$ cat src/rtl/version_pkg.sv
// Shared types and constants for the versioned slot store and its lookup logic.
package version_pkg;

  localparam int BLOCK_SIZE = 4;
  localparam int DATA_W     = 32;
  localparam int SLOT_COUNT = 4;
  localparam int IDX_W      = $clog2(SLOT_COUNT);

  typedef logic [BLOCK_SIZE-1:0] version_t;

  // Version 0 is never stored, so "readVersion <= 1" can never hit.
  localparam version_t VERSION_RESERVED = '0;
  localparam version_t VERSION_FIRST    = version_t'(1);
  localparam version_t VERSION_MAX      = '1;

  typedef struct packed {
    logic              valid;
    version_t          version;
    logic [DATA_W-1:0] data;
  } slot_t;

  typedef enum logic [1:0] {
    IDLE,
    RESP,
    FLUSH
  } state_t;

  function automatic logic [2:0] popCount(input logic [SLOT_COUNT-1:0] bits);
    logic [2:0] count;
    count = '0;
    for (int i = 0; i < SLOT_COUNT; i++) count = count + 3'(bits[i]);
    return count;
  endfunction

endpackage

$ cat src/rtl/version_select.sv
// Combinational lookup: newest valid slot whose version is strictly below readVersion.
module version_select
  import version_pkg::*;
(
  input  slot_t [SLOT_COUNT-1:0] slots,
  input  version_t               readVersion,
  output logic                   hit,
  output logic [DATA_W-1:0]      data,
  output logic [IDX_W-1:0]       index
);

  version_t bestVersion;

  // NOTE: every variable gets a default before the loop so no path leaves it
  // unassigned; a missing default here would infer a latch.
  always_comb begin
    hit         = 1'b0;
    data        = '0;
    index       = '0;
    bestVersion = VERSION_RESERVED;
    for (int i = 0; i < SLOT_COUNT; i++) begin
      if (slots[i].valid && (slots[i].version < readVersion) &&
          (!hit || (slots[i].version > bestVersion))) begin
        hit         = 1'b1;
        bestVersion = slots[i].version;
        data        = slots[i].data;
        index       = IDX_W'(i);
      end
    end
  end

endmodule

$ cat src/rtl/version_slot_controller.sv
// Four-slot versioned store: versioned writes with oldest-first eviction,
// bounded-version reads, and a one-cycle flush, sequenced by a small FSM.
module version_slot_controller
  import version_pkg::*;
(
  input  logic                  clk,
  input  logic                  rst,
  input  logic                  flush,
  input  logic                  wrValid,
  output logic                  wrReady,
  input  logic [DATA_W-1:0]     wrData,
  output logic [BLOCK_SIZE-1:0] wrVersion,
  input  logic                  rdValid,
  output logic                  rdReady,
  input  logic [BLOCK_SIZE-1:0] readVersion,
  output logic                  respValid,
  input  logic                  respReady,
  output logic [DATA_W-1:0]     respData,
  output logic                  respHit,
  output logic [2:0]            occupancy
);

  state_t                  state, nextState;
  version_t                nextVersion;
  logic                    saturated;
  logic [SLOT_COUNT-1:0]   validBits, nextValidBits;
  version_t                slotVersion [SLOT_COUNT];
  logic [DATA_W-1:0]       slotData    [SLOT_COUNT];
  slot_t [SLOT_COUNT-1:0]  slotView;
  logic [IDX_W-1:0]        victim;
  logic                    wrAccept, rdAccept;
  logic                    selHit;
  logic [DATA_W-1:0]       selData;
  logic [IDX_W-1:0]        unusedSelIndex;

  assign wrVersion = nextVersion;
  assign wrAccept  = wrValid & wrReady;
  assign rdAccept  = rdValid & rdReady;

  always_comb begin
    nextState = state;
    wrReady   = 1'b0;
    rdReady   = 1'b0;
    unique case (state)
      IDLE: begin
        if (flush) begin
          nextState = FLUSH;
        end else begin
          wrReady = !saturated;
          // A write in the same cycle goes first so the read observes it.
          rdReady = !(wrValid && !saturated);
          if (rdValid && rdReady) nextState = RESP;
        end
      end
      RESP:    if (respReady) nextState = IDLE;
      FLUSH:   nextState = IDLE;
      default: nextState = IDLE;
    endcase
    if (rst) begin
      wrReady = 1'b0;
      rdReady = 1'b0;
    end
  end

  // Victim: lowest-index free slot, otherwise the oldest (smallest) version.
  always_comb begin
    version_t minVersion;
    logic     foundFree;
    victim     = '0;
    foundFree  = 1'b0;
    minVersion = VERSION_MAX;
    for (int i = 0; i < SLOT_COUNT; i++) begin
      if (!validBits[i] && !foundFree) begin
        victim    = IDX_W'(i);
        foundFree = 1'b1;
      end
    end
    if (!foundFree) begin
      for (int i = 0; i < SLOT_COUNT; i++) begin
        if (slotVersion[i] <= minVersion) begin
          victim     = IDX_W'(i);
          minVersion = slotVersion[i];
        end
      end
    end
  end

  always_comb begin
    nextValidBits = validBits;
    if (state == FLUSH)  nextValidBits = '0;
    else if (wrAccept)   nextValidBits[victim] = 1'b1;
  end

  always_comb begin
    for (int i = 0; i < SLOT_COUNT; i++) begin
      slotView[i] = '{valid: validBits[i], version: slotVersion[i], data: slotData[i]};
    end
  end

  version_select uSelect (
    .slots       (slotView),
    .readVersion (readVersion),
    .hit         (selHit),
    .data        (selData),
    .index       (unusedSelIndex)
  );

  // NOTE: sequential state uses non-blocking assignments so every register
  // samples pre-edge values regardless of statement order.
  always_ff @(posedge clk or posedge rst) begin
    if (rst) begin
      state       <= IDLE;
      nextVersion <= VERSION_FIRST;
      saturated   <= 1'b0;
      validBits   <= '0;
      occupancy   <= '0;
      respValid   <= 1'b0;
      respData    <= '0;
      respHit     <= 1'b0;
    end else begin
      state     <= nextState;
      validBits <= nextValidBits;
      occupancy <= popCount(nextValidBits);
      if (state == FLUSH) begin
        nextVersion <= VERSION_FIRST;
        saturated   <= 1'b0;
      end else if (wrAccept) begin
        if (nextVersion == VERSION_MAX) saturated <= 1'b1;
        else                            nextVersion <= nextVersion + version_t'(1);
      end
      if (rdAccept) begin
        respValid <= 1'b1;
        respData  <= selData;
        respHit   <= selHit;
      end else if (state == RESP && respReady) begin
        respValid <= 1'b0;
      end
    end
  end

  // NOTE: slot payload needs no reset; the valid bits alone gate every use.
  always_ff @(posedge clk) begin
    if (wrAccept) begin
      slotVersion[victim] <= nextVersion;
      slotData[victim]    <= wrData;
    end
  end

endmodule

$ cat config.mk
export PLATFORM = sky130hd
export DESIGN_NAME = version_slot_controller
export DESIGN_NICKNAME = d
export VERILOG_FILES = /design/src/rtl/version_pkg.sv /design/src/rtl/version_select.sv /design/src/rtl/version_slot_controller.sv
export SDC_FILE = /design/constraint.sdc
export NUM_CORES = 1
export LEC_CHECK = 0
export ABC_AREA = 1
export CAP_MARGIN = 30
export CORE_MARGIN = 5
export CORE_UTILIZATION = 50
export CTS_BUF_LIST = sky130_fd_sc_hd__clkbuf_8 sky130_fd_sc_hd__clkbuf_16
export CTS_CLUSTER_DIAMETER = 30
export CTS_CLUSTER_SIZE = 24
export DETAILED_ROUTE_END_ITERATION = 7
export GPL_TIMING_DRIVEN = 0
export PLACE_DENSITY_LB_ADDON = 0.05
export SLEW_MARGIN = 40
export SYNTH_ARGS = -nofsm -noshare
export SYNTH_HDL_FRONTEND = slang
export SYNTH_HIERARCHICAL = 1
export SYNTH_SLANG_ARGS = --single-unit
$ cat constraint.sdc
create_clock -name clk -period 6.55 [get_ports clk]
set_input_delay 1.31 -clock clk [delete_from_list [all_inputs] [get_ports clk]]
set_output_delay 1.31 -clock clk [all_outputs]
set_load 0.1 [all_outputs]
==> impl_metrics.env <==
export IMPL_combPwrFrac=0.253
export IMPL_antenna_found_initial=0
export IMPL_cp_required_ps=6870
export IMPL_io_pins=85
export IMPL_power_density_mw_per_mm2=302
export IMPL_finalCritPeriodShare=0.925
export IMPL_p_leak_nw=4.89
export IMPL_initial_core_util=0.507
export IMPL_insertion_delay_ps=420
export IMPL_multi_input_area_sq_mm=0.00300
export IMPL_slew_viol_final=0
export IMPL_grt_pass1_vias=6101
export IMPL_slew_headroom=0.592
export IMPL_slowest_delay_ps=450
export IMPL_p_clk_frac=0.296
export IMPL_cp_data_arrival_time_ps=6380
export IMPL_nFillCells=1514
export IMPL_htree_num_levels=4
export IMPL_syn_to_final_growth_pct=18.7
export IMPL_path_buf_inv=6
export IMPL_place_gp_congestion=0.780
export IMPL_end_kind="flip-flop"
export IMPL_io_buffers=84
export IMPL_path_common_cell="nand2_1"
export IMPL_clk_path_buf_depth=2
export IMPL_die_area_sq_mm=0.0209
export IMPL_tightest_slew_ps=612
export IMPL_drc=0
export IMPL_drive_gt1_frac=0.157
export IMPL_preCtsSetupSlack_ps=-113
export IMPL_nNetsFinal=1090
export IMPL_drt_iter0_drc=397
export IMPL_cts_made_buffers=17
export IMPL_hold_path_class="reg2reg"
export IMPL_skew_ps=7.66
export IMPL_wl_per_cell_um=16.8
export IMPL_grt_max_degree=33
export IMPL_dieHeight_um=145
export IMPL_criticalPathCategory="in2reg"
export IMPL_syn_area_sq_mm=0.00907
export IMPL_clk_pin_slew_ps=70
export IMPL_ant_nets=0
export IMPL_dieWidth_um=145
export IMPL_path_max_fanout=10
export IMPL_crit_family="simple AND/OR/NAND/NOR gates"
export IMPL_min_period_ps=6060
export IMPL_status="complete, no violations"
export IMPL_pwr_share_seq=0.451
export IMPL_hold_buffers=0
export IMPL_hpwl_mm=13.9
export IMPL_rows=49
export IMPL_synthCells=888
export IMPL_clock_sinks=192
export IMPL_syn_nets=970
export IMPL_internal_power_mw=2.08
export IMPL_final_util=0.601
export IMPL_viasPerCell=5.09
export IMPL_root_buffer="clkbuf_16"
export IMPL_yosys_warnings=6
export IMPL_switching_share=0.360
export IMPL_ir_worst_vdd_mv=0.290
export IMPL_fin_ws_ps=489
export IMPL_wirelength_mm=21.0
export IMPL_cts_tree="done"
export IMPL_grt_overflow_total=0
export IMPL_timing_fmax_mhz=165
export IMPL_vias=6353
export IMPL_finalSetupViolCount=0
export IMPL_grt_usage=0.207
export IMPL_antennaDiodeCount=0
export IMPL_start_kind="input port"
export IMPL_cap_violations=0
export IMPL_grt_pass1_wl_mm=32.8
export IMPL_core_area_sq_mm=0.0179
export IMPL_drtPass1Iterations=5
export IMPL_cp_slowest_cell="clkdlybuf4s50_1"
export IMPL_regArea_sq_mm=0.00553
export IMPL_hold_viol=0
export IMPL_synth_avg_cell_area_sq_um=10.2
export IMPL_p_switching_mw=1.17
## path summary, 6_finish.rpt
path	startpoint	endpoint	slack, ps	cells past startpoint
max reg2reg	slotVersion[0][3]$_DFFE_PP_	respData[21]$_DFFE_PP0P_	1460	37
min reg2reg	respData[23]$_DFFE_PP0P_	respData[23]$_DFFE_PP0P_	470	2
max	readVersion[3]	respData[21]$_DFFE_PP0P_	490	39
max in group asynchronous	rst	wrVersion[0]$_DFFE_PP1P_	4810	3
min in group asynchronous	rst	respData[20]$_DFFE_PP0P_	1200	2
min	respData[23]$_DFFE_PP0P_	respData[23]$_DFFE_PP0P_	470	2
## timing repair
action                     in CTS  in global routing
setup buffers                   0                 10
resized for setup               0                  0
setup endpoints to repair       0                 30
## routing by layer
| layer | vias up | routed length, um | GRT usage |
|---|---|---|---|
| met1 | 3000 | 9840 | 0.291 |
| met5 | - | 0 | 0 |
| met3 | 14 | 1050 | 0.0411 |
| li1 | 3193 | - | - |
| met2 | 146 | 9960 | 0.337 |
| met4 | 0 | 140 | 0.0466 |
## power by group through the flow
stage	Combinational [mW]	Sequential (mW)	Clock (mW)
detailed placement	0.823	1.49	0
CTS	0.825	1.47	0.979
finish	0.822	1.46	0.961
global placement	0.862	1.49	0
global route	0.878	1.47	1.03
floorplan	0.234	1.89	0
## stage by stage
stage / instance area (sq um) / hold WS [ps] / setup TNS [ps] / std cells / power [mW]
after floorplan: 9070 / 518 / 0 / 888 / 2.12
after detailed placement: 10200 / 454 / -1010 / 1208 / 2.31
after global routing: 10800 / 494 / -18.9 / 1249 / 3.39
final: 10800 / 465 / 0 / 1249 / 3.25
after global placement: 10200 / 454 / -44670 / 1201 / 2.35
after CTS: 10700 / 472 / 0 / 1239 / 3.27
## registers in the layout, summed over array words and instances, names as in the netlist
register	count
slotData	128
respData	32
slotVersion	16
validBits	4
wrVersion	4
occupancy	3
state	2
respHit	1
respValid	1
saturated	1
## final cells by class
type	count	share of cell area
clock inverter	12	0.00802
multi-input combinational	569	0.279
sequential	192	0.513
buffer	35	0.0202
timing repair buffer	101	0.0786
tap	229	0.0266
clock buffer	19	0.0421
inverter	92	0.0328
## placed cells by master, fill, tap and decap left out, drive strengths merged, types with 6 or more instances in the layout
cell type,count
a21oi,24
dfrtp,47
ha,39
edfxtp,144
clkdlybuf4s50,41
nand3,108
buf,89
inv,97
nand3b,33
clkbuf,25
o21ai,20
nand2,282
clkinv,6
nor2,51
## worst min-delay path, delay by kind of cell, from the launching register on
family	cells	cell delay [ps]
flip-flops	1	340
AND/OR/NAND/NOR	2	100
Power figures use the tool's default switching activity.
